File: src/rtl/generic_bus_arbiter.sv
// Round-robin arbiter sharing one downstream generic bus port between NUM_REQ requesters.
// One transaction in flight at a time; a watchdog force-completes hung accesses with an error.
//
// state    | meaning
// ---------+------------------------------------------------------------
// S_IDLE   | no access in flight; pick next winner from ptr onwards
// S_ACCESS | grant_id owns the downstream port until busy drops or timeout
module generic_bus_arbiter #(
    parameter int NUM_REQ        = 2,
    parameter int TIMEOUT_CYCLES = 1024
) (
    input  logic                       CLK,
    input  logic                       nRST,
    input  logic [NUM_REQ-1:0]         req_ren,
    input  logic [NUM_REQ-1:0]         req_wen,
    input  logic [4*NUM_REQ-1:0]       req_byte_en,
    input  logic [32*NUM_REQ-1:0]      req_addr,
    input  logic [32*NUM_REQ-1:0]      req_wdata,
    output logic [NUM_REQ-1:0]         req_busy,
    output logic [31:0]                req_rdata,
    output logic [NUM_REQ-1:0]         req_error,
    output logic                       ren,
    output logic                       wen,
    output logic [3:0]                 byte_en,
    output logic [31:0]                addr,
    output logic [31:0]                wdata,
    input  logic                       busy,
    input  logic [31:0]                rdata,
    input  logic                       error,
    output logic [$clog2(NUM_REQ)-1:0] grant_id,
    output logic                       timeout
);
    localparam int IDW = $clog2(NUM_REQ);
    localparam int CW  = (TIMEOUT_CYCLES > 1) ? $clog2(TIMEOUT_CYCLES) : 1;
    localparam logic [CW-1:0]  WD_LAST = CW'(TIMEOUT_CYCLES - 1);
    localparam logic [IDW-1:0] LAST_ID = IDW'(NUM_REQ - 1);

    typedef enum logic {S_IDLE, S_ACCESS} state_t;

    state_t           r_state, w_state_nxt;
    logic [IDW-1:0]   r_ptr, w_ptr_nxt;
    logic [IDW-1:0]   r_grant_id, w_grant_nxt;
    logic [CW-1:0]    r_wd_cnt, w_wd_nxt;
    logic [NUM_REQ-1:0] w_active;
    logic             w_found;
    logic [IDW-1:0]   w_winner;
    logic [IDW-1:0]   w_ptr_adv;
    logic             w_wd_fire;
    int               w_idx;

    assign w_active  = req_ren | req_wen;
    assign grant_id  = r_grant_id;
    assign w_ptr_adv = (r_grant_id == LAST_ID) ? '0 : r_grant_id + 1'b1;

    // Scan from the farthest offset back to ptr so the closest active index wins.
    always_comb begin
        w_found  = 1'b0;
        w_winner = '0;
        w_idx    = 0;
        for (int k = NUM_REQ - 1; k >= 0; k--) begin
            w_idx = int'(r_ptr) + k;
            if (w_idx >= NUM_REQ) begin
                w_idx = w_idx - NUM_REQ;
            end
            if (w_active[w_idx]) begin
                w_found  = 1'b1;
                w_winner = IDW'(w_idx);
            end
        end
    end

    always_comb begin
        w_state_nxt = r_state;
        w_ptr_nxt   = r_ptr;
        w_grant_nxt = r_grant_id;
        w_wd_nxt    = r_wd_cnt;
        w_wd_fire   = 1'b0;
        ren         = 1'b0;
        wen         = 1'b0;
        byte_en     = '0;
        addr        = '0;
        wdata       = '0;
        req_busy    = '1;
        req_error   = '0;
        req_rdata   = '0;
        timeout     = 1'b0;
        case (r_state)
            S_IDLE: begin
                if (w_found) begin
                    w_grant_nxt = w_winner;
                    w_wd_nxt    = '0;
                    w_state_nxt = S_ACCESS;
                end
            end
            S_ACCESS: begin
                ren     = req_ren[r_grant_id];
                wen     = req_wen[r_grant_id];
                byte_en = req_byte_en[r_grant_id*4 +: 4];
                addr    = req_addr[r_grant_id*32 +: 32];
                wdata   = req_wdata[r_grant_id*32 +: 32];
                if ((TIMEOUT_CYCLES != 0) && busy && (r_wd_cnt == WD_LAST)) begin
                    w_wd_fire = 1'b1;
                end
                if (w_wd_fire) begin
                    req_busy[r_grant_id]  = 1'b0;
                    req_error[r_grant_id] = 1'b1;
                    timeout               = 1'b1;
                    w_state_nxt           = S_IDLE;
                    w_ptr_nxt             = w_ptr_adv;
                end else begin
                    req_busy[r_grant_id]  = busy;
                    req_error[r_grant_id] = error;
                    req_rdata             = rdata;
                    if (!busy) begin
                        w_state_nxt = S_IDLE;
                        w_ptr_nxt   = w_ptr_adv;
                    end else if (TIMEOUT_CYCLES != 0) begin
                        w_wd_nxt = r_wd_cnt + 1'b1;
                    end
                end
            end
            default: w_state_nxt = S_IDLE;
        endcase
    end

    always_ff @(posedge CLK or negedge nRST) begin
        if (!nRST) begin
            r_state    <= S_IDLE;
            r_ptr      <= '0;
            r_grant_id <= '0;
            r_wd_cnt   <= '0;
        end else begin
            r_state    <= w_state_nxt;
            r_ptr      <= w_ptr_nxt;
            r_grant_id <= w_grant_nxt;
            r_wd_cnt   <= w_wd_nxt;
        end
    end
endmodule

File: config.mk
export PLATFORM = sky130hd
export DESIGN_NAME = generic_bus_arbiter
export DESIGN_NICKNAME = d
export VERILOG_FILES = /design/src/rtl/generic_bus_arbiter.sv
export SDC_FILE = /design/constraint.sdc
export NUM_CORES = 1
export LEC_CHECK = 0
export BUFFER_PORTS_ARGS = -buffer_cell sky130_fd_sc_hd__buf_4
export CELL_PAD_IN_SITES_DETAIL_PLACEMENT = 0
export CELL_PAD_IN_SITES_GLOBAL_PLACEMENT = 1
export CORE_MARGIN = 2
export CORE_UTILIZATION = 18
export DETAILED_ROUTE_END_ITERATION = 7
export GPL_TIMING_DRIVEN = 0
export HOLD_SLACK_MARGIN = 0.1
export MAX_ROUTING_LAYER = met4
export PLACE_DENSITY = 0.88
export SYNTH_ARGS = -nofsm -noshare
export SYNTH_HDL_FRONTEND = slang
export SYNTH_SLANG_ARGS = --single-unit
File: constraint.sdc
create_clock -name CLK -period 2.05 [get_ports CLK]
set_clock_uncertainty 0.1 [all_clocks]
set_input_delay 0.41 -clock CLK [delete_from_list [all_inputs] [get_ports CLK]]
set_output_delay 0.41 -clock CLK [all_outputs]
set_load 0.02 [all_outputs]
Word level (Yosys, flattened, before mapping)
Cells that the tools add are included.
Widths: inputs -> output; s select.

storage, ports and cells
  input port bits = 176
  word-level logic and storage cells = 77
  output and inout port bits = 108
  memory bits (writable) = 0
  bits in read-only memories = 0
  memories kept = 0
  flip-flop bits (word level) = 13
  latch bits = 0

operators by class
  $lt $le $gt $ge = 6
  add/subtract/negate cells = 5
  div/mod/pow operators = 0
  multiplexer cells = 44
  reduce and logical (&&, ||, !) cells = 5
  shift operators = 3
  multiply operators = 0
  eq/ne operators = 5
  bitwise operators = 5

operator list
  cell                   number
  $mux 32                6
  $shiftx 64x7->32       2
  $lt 32x3->1 const B    2
  $mux 10                3
  $mux 1                 27
  $pmux 10 s2            1
  $add 10x1->10 const B  1
  $eq 10x10->1 const B   1
  $mux 2                 4
  $shiftx 8x4->4         1
  $ne 2x2->1 const B     3
  $mux 4                 1
  $or 2x2->2             2
  $reduce_and 2->1       2
  $reduce_and 3->1       1
  $sub 1x2->3 const B    1
  $sub 2x2->3 const B    1
  $add 1x1->2 const B    1
  $and 2x2->2            1
  $ge 1x2->1 const B     1
  $ge 2x2->1 const B     1
  $logic_and 1x1->1      2
  $lt 1x2->1 const B     1
  $ne 2x1->1 const B     1
  6 further kinds        6

Longest topological paths before layout
Gate-level depths: netlist (run 1).

  depth after elaboration = 10
  mapped depth = 7
  gate-level depth less buffers = 6

Least setup slack after synthesis (run 1)
OpenSTA, ideal clock, no wires.

  kind = register to output
  start point = reg r_wd_cnt[0]
  end point = out req_rdata[10]
  cell stages (with the launch flop) = 7
  path buffers = 1
  slack = -0.021 ns
  arrival time = 1.561 ns
  cell sequence = dfrtp_1 > ha_1 > nand3_2 > nor4_2 > nor2b_1 > clkbuf_1 > and2_1

on the way
  word-level cells in the longest chain between the ends = 6

RTL lines
  element                 line  source
  from (decl)             43    logic [CW-1:0] r_wd_cnt, w_wd_nxt;
  from (signal assigned)  136   r_wd_cnt <= w_wd_nxt;
  $eq 10x10->1            101   if ((TIMEOUT_CYCLES != 0) && busy && (r_wd_cnt == WD_LAST)) begin
  $logic_and 1x1->1       101
  $mux 1                  101
  $mux 1                  87    case (r_state)
  $mux 32                 104   if (w_wd_fire) begin
  $mux 32                 87
  to (decl)               20    output logic [31:0] req_rdata,

No other way between the ends. The select of a mux whose other input is x is not followed.

Worst setup path after layout (run 1)
  start point = reg r_wd_cnt[0]
  end point = out req_rdata[13]

Same word-level chain as after synthesis.

==> reports/summary.txt, run 1 <==
Max VDD drop = 0.519 mV
crit path DAT = 1.83 ns
Final ANT Viol Nets = 0
Total Routing Usage GR = 0.134
Tcrit/Tclk final = 1.14
Seq/Total Area, Yosys = 0.147
CTS buffer count = 3
YS warnings = 0
First-pass DRT Iterations = 4
area delta synth->final = 128%
Worst setup EP type = output port
# IOs = 284
Hold Crit Start = r_ptr
Power Density = 1230 nW/um^2
failing checks = setup timing
Fin Hold WS = 0.378 ns
Final #Nets = 748
ys async rst share = 1.00
placed insts = 702
Std-Cell Core Area = 12000 sq um
Final min period = 2.34 ns
outcome = finished, violations left
final worst slack = -0.289 ns
r2r worst-path depth = 7
RD Place Congestion = 0.793
mean routed wirelength per cell = 14.6 microns
initial core utilization = 0.185
Hold Path Stages = 1
Via density = 4.31
die height = 115 microns
syn nets = 449
most common cell in the netlist = nor2b_1
RSZ-0062 raised after global routing = yes
MaxCap Viol Count = 0
IO Port Bufs = 283
Setup-failing EPs final = 38
final core occ = 0.422
R2R setup slack = 0 ns
synthesized area = 2220 sq um
Max FO, Critical Path = 10
Clock Latency Late Sink = 0.24 ns
initial antenna violation count = 0
Non-Filler Instances = 717
reg-to-reg critical path startpoint = r_wd_cnt[0]
Post-Route WL = 10400 microns
top_reg_cell synth = dfrtp_1
worst slew pin tran = 0.403 ns
top cells by count, synth = 72 x nor2b_1, 70 x mux2i_1, 34 x and2_1
wire length of the first global-routing pass = 14100 microns
# diodes = 0
final-report max-slew violation count = 0
initial drt markers = 70
CTS tree = built
vias in the first global route = 2963
top-area cell type share of the netlist area = 0.316
Syn Area/Cell = 8.16 sq um
H-tree depth = 1
area leader, netlist = mux2i_1
largest net degree at the start of global routing = 14
Die X = 115 microns
post-synthesis register bit count = 13
CP Class = reg -> out
Synth Instances = 272
clock buffer depth = 2
die area = 13200 sq um
CTS sink cnt = 13
hold crit path type = reg -> reg
Setup TNS = -9.57 ns
top post-synthesis cells by area = mux2i_1 32%, nor2b_1 20%, dfrtp_1 15%
Distinct cells, synth = 37
Post-DP HPWL = 8510 microns
layout cells sized above 1 = 0.621
Fmax = 427 MHz
EDFF count, synth = 0
critical path launch point type = flip-flop
CP Data Required Time = 1.54 ns
global route overflow = 0
Worst R2R End = r_wd_cnt[7]
Root Buffer = clkbuf_16
hold path endpoint = r_ptr
LEAKAGE = 2.75 nW
DR DRC count = 0
Final Hold Vio Count = 0
clk slew on worst S/H paths = 0.04 ns
Vias = 3093
worst relative slew slack = 0.729
num rows = 40
metrics by stage:
step | instance area [sq um] | setup WS, ns | power [mW]
2_1_floorplan | 2240 | 0.00745 | 3.27
6_report | 5070 | -0.289 | 6.25
3_3_place_gp | 4540 | -0.334 | 5.17
5_1_grt | 5070 | -0.379 | 6.61
4_1_cts | 4810 | -0.276 | 5.89
3_5_place_dp | 4540 | -0.416 | 5.22
where the power goes:
part	total (mW)	internal, mW	switching, mW	leakage (nW)
sequential	0.378	0.317	0.0609	0.169
combinational	5.50	2.77	2.74	2.54
clock	0.365	0.262	0.103	0.0382
total	6.25	3.35	2.90	2.75
how the worst max path moves through the flow:
stage / depth (start not counted) / slack (ns) / start / to
finish: 7 / -0.29 / r_wd_cnt[0] / req_rdata[13]
global route: 7 / -0.38 / r_wd_cnt[0] / req_rdata[19]
CTS: 7 / -0.28 / r_wd_cnt[1] / req_rdata[13]
detailed placement: 5 / -0.42 / grant_id / wdata[1]
global placement: 5 / -0.33 / grant_id / wdata[1]
floorplan: 6 / 0.007 / r_wd_cnt[0] / req_rdata[10]
flip-flops by register name (all words and copies together) (netlist names):
name,cells
r_wd_cnt,10
grant_id,1
r_ptr,1
r_state,1
cells in the final DEF, fill, tap and decap left out, types with 4 or more instances in the layout:
| cell | netlist | layout |
|---|---|---|
| o21ai_0 | 5 | 4 |
| clkbuf_2 | 0 | 4 |
| and3_1 | 4 | 4 |
| nand2_1 | 7 | 7 |
| nor2b_1 | 72 | 67 |
| a211o_1 | 4 | 4 |
| nor2_1 | 5 | 5 |
| dfrtp_1 | 13 | 11 |
| buf_6 | 2 | 39 |
| buf_4 | 0 | 260 |
| mux2i_1 | 70 | 68 |
| nor3_1 | 4 | 4 |
| clkbuf_16 | 0 | 4 |
| nand3_1 | 5 | 5 |
| buf_8 | 0 | 5 |
| and2_4 | 0 | 18 |
| and2_1 | 34 | 16 |
cell families (layout without fill, tap and decap cells):
family / Yosys count / after routing / share of synthesized area
AO/OA/AOI/OAI: 22 / 22 / 0.0829
adder cells (fa/ha/maj): 1 / 1 / 0.00564
buffers and inverters: 26 / 324 / 0.0598
flip-flops: 13 / 13 / 0.147
multiplexers: 70 / 70 / 0.316
AND/OR/NAND/NOR: 140 / 140 / 0.390
cell type report:
cell class	count	area (sq um)
Timing Repair Buffer	294	2330
Sequential cell	13	328
Clock buffer	4	78.8
Multi-Input combinational cell	233	1890
Tap cell	147	184
Buffer	22	238
Inverter	4	17.5
Fill cell	1190	6940
critical path, stage by stage, from the launching register on:
cell,delay [ns]
dfrtp_1,0.39
ha_4,0.17
nand3_4,0.10
nor4_4,0.36
nor2b_4,0.11
buf_8,0.14
and2_1,0.17
buf_6,0.13
layer usage:
| layer | wire, microns | GRT usage | vias to the layer above |
|---|---|---|---|
| li1 | - | - | 1529 |
| met1 | 3910 | 0.147 | 1415 |
| met2 | 5690 | 0.257 | 145 |
| met3 | 804 | 0.0248 | 4 |
| met4 | 41 | 0.0177 | 0 |
| met5 | 0 | - | - |
timing repair:
| action | 4_1_cts | 5_1_grt |
|---|---|---|
| pin swaps | 3 | 3 |
| hold buffers | 1 | 0 |
| cloned | 0 | 1 |
| gates resized for setup | 43 | 69 |
| hold endpoints to repair | 13 | 0 |
| setup endpoints to repair | 107 | 67 |
| buffers inserted | 5 | 5 |
(Power assumes the default switching activity.)
==> run 2, diff against run 1 <==
CORE_AREA = 2 2 109 111   (was not set)
CORE_MARGIN = not set   (was 2)
CORE_UTILIZATION = not set   (was 18)
DIE_AREA = 0 0 111 113   (was not set)
PLACE_DENSITY = 0.9   (was 0.88)
SKIP_CTS_REPAIR_TIMING = 1   (was not set)
clock period = 2.66 ns   (was 2.05 ns; I/O delays follow)
==> reports/summary.txt, run 2 (synthesized netlist as in run 1, its figures left out) <==
Clock Latency Late Sink = 0.24 ns (about the same)
outcome = finished clean
die height = 113 microns (-1.8%)
R2R setup slack = 0.77 ns (+0.77 ns)
Root Buffer = clkbuf_16
clock buffer depth = 2 (unchanged)
DR DRC count = 0 (unchanged)
Final min period = 2.50 ns
First-pass DRT Iterations = 4 (unchanged)
num rows = 39 (-2.5%)
Final #Nets = 743 (-0.67%)
clock network power share = 0.066 (+0.008)
Gate power share = 0.867 (-0.014)
final-report max-slew violation count = 0 (unchanged)
Final Hold Vio Count = 0 (unchanged)
mean routed wirelength per cell = 13.9 microns (-4.8%)
Final Power = 4.32 mW (-31%)
MaxCap Viol Count = 0 (unchanged)
Final ANT Viol Nets = 0 (unchanged)
# IOs = 284 (unchanged)
r2r worst-path depth = 7 (unchanged)
Std-Cell Core Area = 11300 sq um (-6.2%)
IO Port Bufs = 283 (unchanged)
Tcrit/Tclk final = 0.940
CTS buffer count = 3 (unchanged)
H-tree depth = 1 (unchanged)
RD Place Congestion = 0.849 (+7.0%)
LEAKAGE = 2.58 nW (-6.1%)
Die X = 111 microns (-3.5%)
hold crit path type = reg -> reg
worst relative slew slack = 0.581 (-0.148)
crit path capture = req_rdata[19]
WL met3 = 655 microns (-19%)
met2 WL = 5290 microns (-7.1%)
# diodes = 0 (unchanged)
initial core utilization = 0.197 (+0.0121)
Worst R2R End = r_wd_cnt[3]
switching pwr = 2.12 mW (-27%)
initial antenna violation count = 0 (unchanged)
Net Sw Frac = 0.491 (+0.0263)
RSZ-0062 raised after global routing = no
critical path launch point type = flip-flop
DRT met1 WL = 3710 microns (-5.1%)
Int Power = 2.20 mW (-34%)
crit path DAT = 1.87 ns (+0.04 ns)
Power Density = 921 nW/um^2 (-25%)
CP Class = reg -> out
clk slew on worst S/H paths = 0.04 ns (about the same)
global route overflow = 0 (unchanged)
Post-DP HPWL = 8360 microns (-1.8%)
Worst setup EP type = output port
reg-to-reg critical path startpoint = r_wd_cnt[1]
layout cells sized above 1 = 0.559 (-0.0618)
Top Layer Used = met4
most frequent cells in the layout = 288 x buf_4, 71 x nor2b_1, 70 x mux2i_1
die area = 12500 sq um (-5.2%)
Top reg by flops = r_wd_cnt
Seq pwr share = 0.067 (+0.007)
Max VDD drop = 0.603 mV (+16%)
area delta synth->final = 111%
vias in the first global route = 3062 (+3.3%)
Vias = 3077 (-0.52%)
CTS sink cnt = 13 (unchanged)
final core occ = 0.416 (-0.00638)
Worst Setup SP = r_wd_cnt[1]
largest net degree at the start of global routing = 14 (unchanged)
Total Routing Usage GR = 0.148 (+0.0131)
Via density = 4.35 (+0.75%)
CTS tree = built
max reg flops = 10 (unchanged)
worst slew pin tran = 0.628 ns (+0.225 ns)
Setup-failing EPs final = 0 (-100%)
CP Data Required Time = 2.03 ns (+0.49 ns)
wire length of the first global-routing pass = 14900 microns (+6.0%)
initial drt markers = 83 (+19%)
Setup TNS = 0 ns (+9.57 ns)
Max FO, Critical Path = 10 (unchanged)
Fmax = 400 MHz
most common cell after layout, fill and taps aside = buf_4
Post-Route WL = 9820 microns (-5.9%)
Final Cell Area = 4690 sq um (-7.6%)
Placement Cell Area = 4520 sq um (-0.47%)
[run 2: worst min path at each step]
stage	start	endpoint	depth (start not counted)
floorplan	nRST	grant_id	0
global placement	nRST	r_wd_cnt[8]	1
detailed placement	nRST	r_wd_cnt[7]	1
CTS	nRST	r_wd_cnt[8]	1
global route	r_ptr	r_ptr	1
finish	r_ptr	r_ptr	1
[run 2: power by group through the flow]
| stage | clock, mW | sequential [mW] | combinational [mW] |
|---|---|---|---|
| after detailed placement | 0 | 0.284 | 3.73 |
| after CTS | 0.292 | 0.282 | 3.74 |
| after floorplan | 0 | 0.283 | 2.23 |
| after global placement | 0 | 0.281 | 3.68 |
| after global routing | 0.303 | 0.294 | 4.01 |
| final | 0.286 | 0.288 | 3.74 |
[run 2: through the flow]
stage / instances / setup slack [ns] / hold WS, ns
final: 708 / 0.160 / 0.400
after global routing: 708 / 0.0108 / 0.433
after CTS: 702 / -0.174 / 0.0321
after detailed placement: 698 / 0.0964 / 0.290
after global placement: 698 / 0.144 / 0.286
after floorplan: 272 / 0.467 / 0.136
[run 2: area by class of cell]
type	count	area [sq um]
inverters	4	17.5
plain buffers	22	120
clock buffers	4	78.8
fillers	1127	6590
multi-input cells	233	1790
well taps	143	179
repair buffers	289	2170
flip-flops and latches	13	327
[run 2: metal layers]
layer / up-vias / track usage
met2: 156 / 0.279
met3: 14 / 0.0230
met1: 1391 / 0.161
met5: - / -
met4: 0 / 0.0400
li1: 1516 / -
[run 2: worst max-delay path, cell delays in order, from the launching register on]
cell and delay (ns):
dfrtp_2 0.40, ha_4 0.16, nand3_4 0.11, nor4_4 0.34
nor2b_2 0.11, clkbuf_2 0.17, and2_1 0.18, buf_4 0.15
==> run 3, diff against run 2 <==
ABC_AREA = 1   (was not set)
ABC_CLOCK_PERIOD_IN_PS = 2660   (was not set)
CORE_AREA = not set   (was 2 2 109 111)
CORE_UTILIZATION = 17   (was not set)
DIE_AREA = not set   (was 0 0 111 113)
HOLD_SLACK_MARGIN = 0.12   (was 0.1)
PLACE_DENSITY = 0.91   (was 0.9)
==> reports/summary.txt, run 3 <==
Distinct cells, synth = 25 (-32%)
Final min period = 2.50 ns (+0.00350 ns)
clock network power share = 0.067 (about the same)
Seq/Total Area, Yosys = 0.154 (+0.00765)
crit path cell chain = ha_1 > nand2_2 > nor2_4 > nand4_2 > nand2_2 > buf_4 > nor2_1 > buf_4
Post-DP HPWL = 9880 microns (+18%)
layout cells sized above 1 = 0.452 (-0.107)
global route overflow = 0 (unchanged)
Syn Area/Cell = 5.06 sq um (-38%)
clock buffer depth = 2 (unchanged)
max reg flops = 10 (unchanged)
CTS sink cnt = 13 (unchanged)
most common cell in the netlist = nand2_1
RD Place Congestion = 0.840 (-1.1%)
initial core utilization = 0.175 (-0.0220)
Setup TNS = 0 ns (unchanged)
Gate power share = 0.866 (about the same)
most common cell after layout, fill and taps aside = buf_4
Max VDD drop = 0.312 mV (-48%)
Vias = 3603 (+17%)
LEAKAGE = 2.75 nW (+6.5%)
# diodes = 0 (unchanged)
Final ANT Viol Nets = 0 (unchanged)
Register Area = 325 sq um (-0.38%)
largest net degree at the start of global routing = 14 (unchanged)
outcome = finished clean
switching pwr = 2.40 mW (+13%)
Via density = 4.13 (-5.0%)
top post-synthesis cells by area = nand2_1 31%, nand3_1 19%, dfrtp_1 15%
top cells by count, synth = 175 x nand2_1, 80 x nand3_1, 45 x inv_1
top-area cell type share of the netlist area = 0.311 (-0.00428)
Power Density = 934 nW/um^2 (+1.5%)
CP max stage cell = dfrtp_1
area leader, netlist = nand2_1
Max FO, Critical Path = 10 (unchanged)
Seq pwr share = 0.067 (about the same)
Total Routing Usage GR = 0.175 (+0.0274)
initial drt markers = 134 (+61%)
Fmax = 399 MHz (-0.14%)
Final #Nets = 883 (+19%)
post-synthesis register bit count = 13 (unchanged)
num rows = 40 (+2.6%)
wire length of the first global-routing pass = 16900 microns (+13%)
critical path launch point type = flip-flop
CTS buffer count = 3 (unchanged)
crit path DAT = 1.87 ns (about the same)
First-pass DRT Iterations = 5 (+1)
top_reg_cell synth = dfrtp_1
Tcrit/Tclk final = 0.941 (+0.00131)
final-report max-slew violation count = 0 (unchanged)
Multi-input gate area = 1470 sq um (-18%)
most frequent cells in the layout = 286 x buf_4, 175 x nand2_1, 80 x nand3_1
synthesized area = 2110 sq um (-5.0%)
vias in the first global route = 3172 (+3.6%)
Worst setup EP type = output port
ys async rst share = 1.00 (unchanged)
CTS tree = built
Synth Instances = 417 (+53%)
YS warnings = 0 (unchanged)
IO Port Bufs = 283 (unchanged)
Setup-failing EPs final = 0 (unchanged)
H-tree depth = 1 (unchanged)
R2R setup slack = 1.02 ns (+0.25 ns)
Final Power = 4.24 mW (-1.8%)
Die X = 113 microns (+2.2%)
Int Power = 1.84 mW (-16%)
mean routed wirelength per cell = 13.5 microns (-2.8%)
# IOs = 284 (unchanged)
RSZ-0062 raised after global routing = no
die height = 113 microns (+0.35%)
worst slew pin tran = 0.447 ns (-0.180 ns)
EDFF count, synth = 0 (unchanged)
MaxCap Viol Count = 0 (unchanged)
Std-Cell Core Area = 12100 sq um (+7.0%)
Final Hold Vio Count = 0 (unchanged)
clk slew on worst S/H paths = 0.05 ns (about the same)
Top reg by flops = r_wd_cnt
CP Data Required Time = 2.03 ns (about the same)
syn nets = 594 (+32%)
Worst path max stage delay = 0.38 ns (-0.02 ns)
CP Class = reg -> out
DR DRC count = 0 (unchanged)
Filler cells = 1350 (+20%)
Post-Route WL = 11800 microns (+20%)
Net Sw Frac = 0.566 (+0.0757)
initial antenna violation count = 0 (unchanged)
hold crit path type = reg -> reg
worst relative slew slack = 0.702 (+0.120)
Clock Latency Late Sink = 0.24 ns (about the same)
die area = 12900 sq um (+2.5%)
area delta synth->final = 115%
Root Buffer = clkbuf_16
run 3: cell count changes after synthesis, sizes merged, moves of 40 or more:
cell | before | now
mux2i | 70 | 0
nor2 | 5 | 45
inv | 4 | 48
nand3 | 6 | 82
nand2 | 7 | 181
nor2b | 72 | 0
run 3: metrics by stage:
| step | utilization | cells | hold WS [ns] | cell area (sq um) | setup slack [ns] |
|---|---|---|---|---|---|
| 2_1_floorplan | - | 417 | 0.136 | 2110 | 0.572 |
| 3_3_place_gp | 0.368 | 868 | 0.290 | 4440 | 0.135 |
| 3_5_place_dp | 0.368 | 868 | 0.292 | 4440 | 0.110 |
| 4_1_cts | 0.375 | 872 | 0.0330 | 4520 | -0.157 |
| 5_1_grt | 0.376 | 873 | 0.488 | 4540 | 0.00480 |
| 6_report | 0.376 | 873 | 0.445 | 4540 | 0.157 |
run 3: layout make-up:
class | instances | area share
buffer | 26 | 0.0290
sequential | 13 | 0.0717
multi-input combinational | 329 | 0.325
inverter | 49 | 0.0405
tap | 168 | 0.0463
clock buffer | 4 | 0.0174
timing repair buffer | 284 | 0.470
run 3: power by group through the flow:
stage,sequential [mW],clock [mW],combinational [mW]
global placement,0.285,0,3.69
CTS,0.284,0.291,3.70
floorplan,0.286,0,2.06
global route,0.293,0.305,3.98
detailed placement,0.287,0,3.69
finish,0.285,0.283,3.67
run 3: metal layers:
layer | track usage | wire (microns) | up-vias
met4 | 0.0342 | 145 | 0
met5 | - | 0 | -
met2 | 0.303 | 5760 | 173
li1 | - | - | 1867
met1 | 0.201 | 4650 | 1553
met3 | 0.0515 | 1220 | 10
run 3: critical path, delay by kind of cell (launching register included):
kind	cells	cell delay [ns]
AND/OR/NAND/NOR	5	0.68
adder cells (fa/ha/maj)	1	0.22
flip-flops	1	0.38
buffers and inverters	2	0.35
run 3: cell families after synthesis:
kind of cell,Yosys count,synth area share
adders and majority gates,1,0.00593
AOI/OAI and AO/OA,14,0.0433
buffers and inverters,75,0.148
DFF,13,0.154
xor gates and xnor gates,1,0.00415
and+or+nand+nor,313,0.645
run 3: final timing paths:
path,start,to,cells after the start
max,r_wd_cnt[1],req_rdata[8],8
min,r_ptr,r_ptr,2
max reg2reg,r_wd_cnt[1],r_wd_cnt[5],9
min reg2reg,r_ptr,r_ptr,2
max in group asynchronous,nRST,r_wd_cnt[9],2
min in group asynchronous,nRST,r_wd_cnt[1],2
